--- config.mk ---
export PLATFORM = sky130hd
export DESIGN_NAME = pe_cfg_streamer
export DESIGN_NICKNAME = d
export VERILOG_FILES = /design/src/rtl/pe_cfg_pkg.sv /design/src/rtl/pe_cfg_streamer_demux.sv /design/src/rtl/pe_cfg_streamer.sv
export SDC_FILE = /design/constraint.sdc
export NUM_CORES = 1
export LEC_CHECK = 0
export ABC_AREA = 1
export CAP_MARGIN = 40
export CORE_MARGIN = 5
export CORE_UTILIZATION = 41
export DETAILED_ROUTE_END_ITERATION = 10
export PLACE_DENSITY = 0.76
export SYNTH_ARGS = -nofsm -noshare
export SYNTH_HDL_FRONTEND = slang
export SYNTH_SLANG_ARGS = --single-unit
--- constraint.sdc ---
create_clock -name clk -period 1.5 [get_ports clk]
set_clock_uncertainty 0.2 [all_clocks]
set_input_delay 0.3 -clock clk [delete_from_list [all_inputs] [get_ports clk]]
set_output_delay 0.3 -clock clk [all_outputs]
set_load 0.005 [all_outputs]
--- src/rtl/pe_cfg_pkg.sv ---
// Shared types and constants for the PE configuration streamer.
//   CFG_W/DATA_W : width of one PE config port ({valid, word}) and of a config word
//   PEID_*/LEN_* : descriptor field positions and widths
//   state_e      : streamer FSM states
//   cfg_word_t   : {valid, word} payload presented to a PE config port
package pe_cfg_pkg;

  localparam int unsigned CFG_W    = 33;
  localparam int unsigned DATA_W   = 32;
  localparam int unsigned PEID_LSB = 8;
  localparam int unsigned PEID_W   = 8;
  localparam int unsigned LEN_LSB  = 0;
  localparam int unsigned LEN_W    = 8;

  typedef enum logic [2:0] {
    ST_IDLE,
    ST_DESC_RD,
    ST_DESC_WAIT,
    ST_STREAM,
    ST_CHK_RD,
    ST_CHK_WAIT,
    ST_FIN
  } state_e;

  typedef struct packed {
    logic              vld;
    logic [DATA_W-1:0] word;
  } cfg_word_t;

endpackage

--- src/rtl/pe_cfg_streamer_demux.sv ---
// Registered one-hot fan-out of a {valid, word} onto NUM_PE config ports.
// Ports:
//   clk, reset : clock, asynchronous active-low reset
//   cfg_word   : {valid, word} to forward this cycle
//   sel        : destination PE index
//   cfg_out    : port n = cfg_out[n*CFG_W +: CFG_W]; unselected ports drive zero
module pe_cfg_demux
  import pe_cfg_pkg::*;
#(
  parameter int unsigned NUM_PE = 2,
  parameter int unsigned SEL_W  = 1
) (
  input  logic                    clk,
  input  logic                    reset,
  input  cfg_word_t               cfg_word,
  input  logic [SEL_W-1:0]        sel,
  output logic [NUM_PE*CFG_W-1:0] cfg_out
);

  // Each port carries the word for exactly one cycle, zero otherwise.
  always_ff @(posedge clk or negedge reset) begin
    if (!reset) begin
      cfg_out <= '0;
    end else begin
      for (int unsigned n = 0; n < NUM_PE; n++) begin
        if (cfg_word.vld && (sel == SEL_W'(n))) begin
          cfg_out[n*CFG_W +: CFG_W] <= cfg_word;
        end else begin
          cfg_out[n*CFG_W +: CFG_W] <= '0;
        end
      end
    end
  end

endmodule

--- src/rtl/pe_cfg_streamer.sv ---
// Walks a configuration image in word memory and streams each record's payload
// onto the addressed PE config port, one word per cycle.
// Image: {descriptor([15:8] pe_id, [7:0] len), len payload words}...; len=0 terminates.
// Optional feature macro CFG_CHECKSUM_EN: each record is followed by an XOR checksum
// word of its payload; the word is read, not forwarded, and a mismatch aborts with err.
// Ports:
//   clk, reset  : clock, asynchronous active-low reset
//   start       : begin loading at base_addr (accepted from idle only)
//   base_addr   : address of first descriptor
//   mem_rd_en   : memory read strobe; mem_rd_data valid one cycle later
//   mem_addr    : memory read address (wraps modulo 2^ADDR_W)
//   mem_rd_data : memory read data
//   cfg_out     : PE n port = cfg_out[n*33 +: 33] = {valid, word}
//   busy        : high from the cycle after an accepted start through done
//   done        : one-cycle pulse at end of image (normal or abort)
//   err         : sticky error, cleared by the next accepted start
module pe_cfg_streamer
  import pe_cfg_pkg::*;
#(
  parameter int unsigned NUM_PE = 2,
  parameter int unsigned ADDR_W = 10
) (
  input  logic                    clk,
  input  logic                    reset,
  input  logic                    start,
  input  logic [ADDR_W-1:0]       base_addr,
  output logic                    mem_rd_en,
  output logic [ADDR_W-1:0]       mem_addr,
  input  logic [DATA_W-1:0]       mem_rd_data,
  output logic [NUM_PE*CFG_W-1:0] cfg_out,
  output logic                    busy,
  output logic                    done,
  output logic                    err
);

  localparam int unsigned PE_W = (NUM_PE > 1) ? $clog2(NUM_PE) : 1;

  state_e             state_q, state_d;
  logic               rd_en_d, busy_d, done_d, err_d;
  logic [ADDR_W-1:0]  addr_d;
  logic [LEN_W-1:0]   cnt_q, cnt_d;
  logic [PE_W-1:0]    pe_q, pe_d;
  logic               fwd_q;
  logic [PEID_W-1:0]  desc_pe;
  logic [LEN_W-1:0]   desc_len;
  cfg_word_t          fwd_word;

  assign desc_pe  = mem_rd_data[PEID_LSB +: PEID_W];
  assign desc_len = mem_rd_data[LEN_LSB +: LEN_W];

  // Running XOR of the current record's forwarded payload.
`ifdef CFG_CHECKSUM_EN
  logic [DATA_W-1:0] xor_q;

  always_ff @(posedge clk or negedge reset) begin
    if (!reset) begin
      xor_q <= '0;
    end else if (state_q == ST_DESC_WAIT) begin
      xor_q <= '0;
    end else if (fwd_q) begin
      xor_q <= xor_q ^ mem_rd_data;
    end
  end
`endif

  // Next state and next values of the registered outputs.
  always_comb begin
    state_d = state_q;
    rd_en_d = 1'b0;
    addr_d  = mem_addr;
    busy_d  = busy;
    done_d  = 1'b0;
    err_d   = err;
    cnt_d   = cnt_q;
    pe_d    = pe_q;
    case (state_q)
      ST_IDLE: begin
        if (start) begin
          state_d = ST_DESC_RD;
          rd_en_d = 1'b1;
          addr_d  = base_addr;
          busy_d  = 1'b1;
          err_d   = 1'b0;
        end
      end
      ST_DESC_RD: begin
        state_d = ST_DESC_WAIT;
      end
      ST_DESC_WAIT: begin
        if (desc_len == '0) begin
          state_d = ST_FIN;
          done_d  = 1'b1;
        end else if (32'(desc_pe) >= NUM_PE) begin
          state_d = ST_FIN;
          done_d  = 1'b1;
          err_d   = 1'b1;
        end else begin
          state_d = ST_STREAM;
          rd_en_d = 1'b1;
          addr_d  = mem_addr + ADDR_W'(1);
          cnt_d   = desc_len;
          pe_d    = PE_W'(desc_pe);
        end
      end
      ST_STREAM: begin
        // The next read (payload, checksum or descriptor) always follows back-to-back.
        rd_en_d = 1'b1;
        addr_d  = mem_addr + ADDR_W'(1);
        if (cnt_q == LEN_W'(1)) begin
`ifdef CFG_CHECKSUM_EN
          state_d = ST_CHK_RD;
`else
          state_d = ST_DESC_RD;
`endif
        end else begin
          cnt_d = cnt_q - LEN_W'(1);
        end
      end
`ifdef CFG_CHECKSUM_EN
      ST_CHK_RD: begin
        state_d = ST_CHK_WAIT;
      end
      ST_CHK_WAIT: begin
        if (mem_rd_data != xor_q) begin
          state_d = ST_FIN;
          done_d  = 1'b1;
          err_d   = 1'b1;
        end else begin
          state_d = ST_DESC_RD;
          rd_en_d = 1'b1;
          addr_d  = mem_addr + ADDR_W'(1);
        end
      end
`endif
      ST_FIN: begin
        state_d = ST_IDLE;
        busy_d  = 1'b0;
      end
      default: begin
        state_d = ST_IDLE;
        busy_d  = 1'b0;
      end
    endcase
  end

  // State and output registers. fwd_q marks that the word arriving next cycle is payload.
  always_ff @(posedge clk or negedge reset) begin
    if (!reset) begin
      state_q   <= ST_IDLE;
      mem_rd_en <= 1'b0;
      mem_addr  <= '0;
      busy      <= 1'b0;
      done      <= 1'b0;
      err       <= 1'b0;
      cnt_q     <= '0;
      pe_q      <= '0;
      fwd_q     <= 1'b0;
    end else begin
      state_q   <= state_d;
      mem_rd_en <= rd_en_d;
      mem_addr  <= addr_d;
      busy      <= busy_d;
      done      <= done_d;
      err       <= err_d;
      cnt_q     <= cnt_d;
      pe_q      <= pe_d;
      fwd_q     <= (state_q == ST_STREAM);
    end
  end

  assign fwd_word.vld  = fwd_q;
  assign fwd_word.word = mem_rd_data;

  pe_cfg_demux #(
    .NUM_PE (NUM_PE),
    .SEL_W  (PE_W)
  ) u_demux (
    .clk      (clk),
    .reset    (reset),
    .cfg_word (fwd_word),
    .sel      (pe_q),
    .cfg_out  (cfg_out)
  );

endmodule

==> impl_metrics.py, run 1 <==
metrics = {
    "sta": {
        "slew_headroom": 0.769,
        "setup_tns_ns": -2.46,
        "worstMarginPinSlew_ns": 0.347,
        "slew_viol_final": 0,
        "holdWs_ns": 0.134,
        "hold_viol": 0,
        "rsz0062_at_grt": "true",
        "setup_viol": 25,
        "fmax_ghz": 0.598,
        "period_minus_slack_ns": 1.67,
        "fin_ws_ns": -0.173,
        "min_period_over_period": 1.12,
    },
    "worst_setup_path": {
        "cp_cell_sequence": "inv_2 > nand2_4 > nor2_4 > nand3_4 > nand2_4 > nor2_4 > nand2_1 > nand2_1",
        "slowest_delay_ns": 0.39,
        "arrival_ns": 1.73,
        "cp-start-kind": "flip-flop",
        "r2r_slack_ns": -0.17,
        "worst_r2r_path_depth": 8,
        "path_max_fanout": 5,
        "cpLargestDelayFamily": "simple AND/OR/NAND/NOR gates",
        "r2r-start": "state_q[2]",
        "crit_type": "flip-flop to flip-flop",
        "timing.rr.end": "mem_addr[5]",
        "crit_path_end_kind": "flip-flop",
        "crit_buf_inv": 1,
        "crit_slowest_cell": "dfrtp_1",
        "required_ns": 1.55,
    },
    "logic_synthesis": {
        "synth-seq-cells": 93,
        "syn_nets": 469,
        "synth_top_area_cell": "dfrtp_1",
        "yosys_warnings": 0,
        "synth_edf_count": 0,
        "yosysSeqAreaShare": 0.614,
        "postSynthCellCount": 421,
        "yosys-top-cells-area": "dfrtp_1 61%, nand2_1 9.7%, nor2_1 8.3%",
        "synth_top_area_share": 0.614,
        "yosysMostFrequentCell": "nand2_1",
        "syn_avg_cell_area_sq_um": 9.00,
        "async_flop_share": 1.00,
        "netlist_area_sq_mm": 0.00379,
        "yosysUniqueCellTypes": 25,
        "synth_common_cells": "98 x nand2_1, 93 x dfrtp_1, 84 x nor2_1",
        "synth_ff_type": "dfrtp_1",
    },
    "grt": {
        "grt_overflow": 0,
        "antenna_found_initial": 0,
        "grt_usage": 0.201,
        "grt_pass1_vias": 3713,
        "grt_pass1_wl_mm": 17.9,
        "grt_max_degree": 31,
    },
    "drt": {
        "first_iter_violations": 179,
        "vias": 3582,
        "wire_per_inst_um": 15.5,
        "ant_nets": 0,
        "drt_pass1_iterations": 7,
        "wirelength_mm": 11.3,
        "routed_via_density": 4.91,
        "drc": 0,
    },
    "finish": {
        "fin_nets": 662,
        "diodes": 0,
        "layout-drive-gt1-share": 0.286,
        "multi_input_comb_area_sq_mm": 0.00145,
        "fin_util": 0.667,
        "regArea_sq_mm": 0.00233,
        "fillers": 679,
        "areaGrowthSynthToFinish_pct": 60.4,
    },
    "clocking": {
        "path_clk_slew_ns": 0.10,
        "clock_sinks": 93,
        "cts-htree-levels": 3,
        "cts_tree": "done",
        "clock_path_buffers": 2,
        "clockRootBuffer": "clkbuf_8",
        "cts_buffers": 9,
        "clock_latency_ns": 0.35,
    },
    "floorplan": {
        "ios": 125,
        "start_util": 0.416,
        "core_sq_mm": 0.00911,
        "die_x_um": 106,
        "die_area_sq_mm": 0.0113,
        "core.rowCount": 35,
        "die_y_um": 106,
    },
    "min_path": {
        "hold_path.class": "input pin to flip-flop",
        "hold-path-endpoint": "u_demux.cfg_out[47]",
        "min_path_cells": 3,
        "worstHoldStart": "mem_rd_data[14]",
    },
    "job": {
        "drv_cap": 0,
    },
    "pwr": {
        "switchingPower_w": 0.00420,
        "peakVddDrop_mv": 0.805,
        "p_int_w": 0.00622,
        "p_leak_nw": 3.21,
        "swShare": 0.403,
        "clkPwrFrac": 0.155,
        "power_frac_comb": 0.515,
        "power_frac_seq": 0.330,
        "p_per_area_mw_per_mm2": 1720,
    },
    "placed_design": {
        "port_buffers": 124,
        "gp_congestion": 0.871,
        "dp_hpwl_mm": 7.62,
    },
    "outcome": {
        "outcome": "finished with violations",
        "violations": "setup timing",
    },
}
stage by stage:
stage	instances	setup WS [ns]	instance area [sq um]	power, W
finish	730	-0.173	6080	0.0104
global route	730	-0.209	6080	0.0111
CTS	726	-0.0949	6030	0.0100
detailed placement	691	-0.499	5490	0.00774
global placement	691	-0.460	5490	0.00756
floorplan	421	0.00410	3800	0.00568
area by class of cell:
cell class                 count  share of cell area
clock buffer                  10              0.0227
clock inverter                 6             0.00927
inverter                      61              0.0381
multi-input combinational    259               0.238
sequential                    93               0.383
tap                          111              0.0229
timing repair buffer         190               0.286
worst max-delay path by stage:
stage                     from          end  slack, ns  cells after the start
5_1_grt             state_q[2]  mem_addr[8]      -0.21                      8
4_1_cts             state_q[2]  mem_addr[8]      -0.09                      8
2_1_floorplan         cnt_q[1]     cnt_q[2]      0.004                      8
6_report            state_q[2]  mem_addr[5]      -0.17                      8
3_3_place_gp   mem_rd_data[13]  mem_addr[2]      -0.46                      7
3_5_place_dp   mem_rd_data[14]  mem_addr[2]      -0.50                      7
registers in the layout, summed over array words and instances, names as in the netlist:
| register | cells |
|---|---|
| busy | 1 |
| state_q | 3 |
| u_demux.cfg_out | 66 |
| done | 1 |
| mem_addr | 10 |
| pe_q | 1 |
| err | 1 |
| cnt_q | 8 |
| mem_rd_en | 1 |
| fwd_q | 1 |
routing by layer:
layer | vias up | global-route usage | part of all wire
met2 | 180 | 0.360 | 0.53
li1 | 1659 | - | -
met4 | 0 | 0.0833 | 0.029
met1 | 1708 | 0.232 | 0.37
met3 | 35 | 0.0449 | 0.069
met5 | - | 0 | 0
logic make-up (layout without fill, tap and decap cells):
kind of cell,Yosys count,count (layout),synth area share
AND/OR/NAND/NOR,230,233,0.259
flip-flops,93,93,0.614
buffers and inverters,72,267,0.0753
AO/OA/AOI/OAI,22,22,0.0390
adder cells (fa/ha/maj),3,3,0.00991
multiplexers,1,1,0.00264
worst reg2reg max path: cells and delay by family (launching register included):
kind	cells	cell delay, ns
flip-flops	1	0.39
AND/OR/NAND/NOR	7	0.86
buffers and inverters	1	0.12
power by group through the flow:
stage               Sequential [W]  Clock (W)  Combinational [W]
finish                     0.00344    0.00162            0.00536
global route               0.00351    0.00178            0.00581
CTS                        0.00341    0.00165            0.00496
detailed placement         0.00348          0            0.00425
global placement           0.00346          0            0.00410
floorplan                  0.00353          0            0.00215
layout by cell type (no fill, tap or decap), types with 5 or more instances in the layout:
| cell | instances |
|---|---|
| nand3_1 | 20 |
| nor2_2 | 6 |
| dfrtp_1 | 91 |
| o21ai_2 | 7 |
| inv_2 | 10 |
| clkbuf_8 | 10 |
| nand2_2 | 11 |
| nor2_1 | 77 |
| clkbuf_2 | 18 |
| inv_1 | 50 |
| clkdlybuf4s50_1 | 41 |
| o21ai_1 | 6 |
| nand2_4 | 9 |
| clkdlybuf4s15_1 | 60 |
| nand3_2 | 7 |
| nand2_1 | 85 |
| nand3_4 | 5 |
| buf_4 | 50 |
| buf_6 | 15 |
| nor2_4 | 7 |
timing repair:
action	4_1_cts	5_1_grt
hold buffers	1	0
pin swaps	24	15
gates resized for setup	202	59
hold endpoints to repair	93	0
setup buffers	15	4
gates cloned	3	0
setup endpoints to repair	99	58
Note: power is estimated with default switching activity, not from simulation.
==> inputs of run 2 (changes only) <==
Settings changed: CTS_CLUSTER_DIAMETER set to 200, HOLD_SLACK_MARGIN set to 0.03.
==> results of run 2 <==
The final DEF is identical to that of run 1; final timing and power are the same.
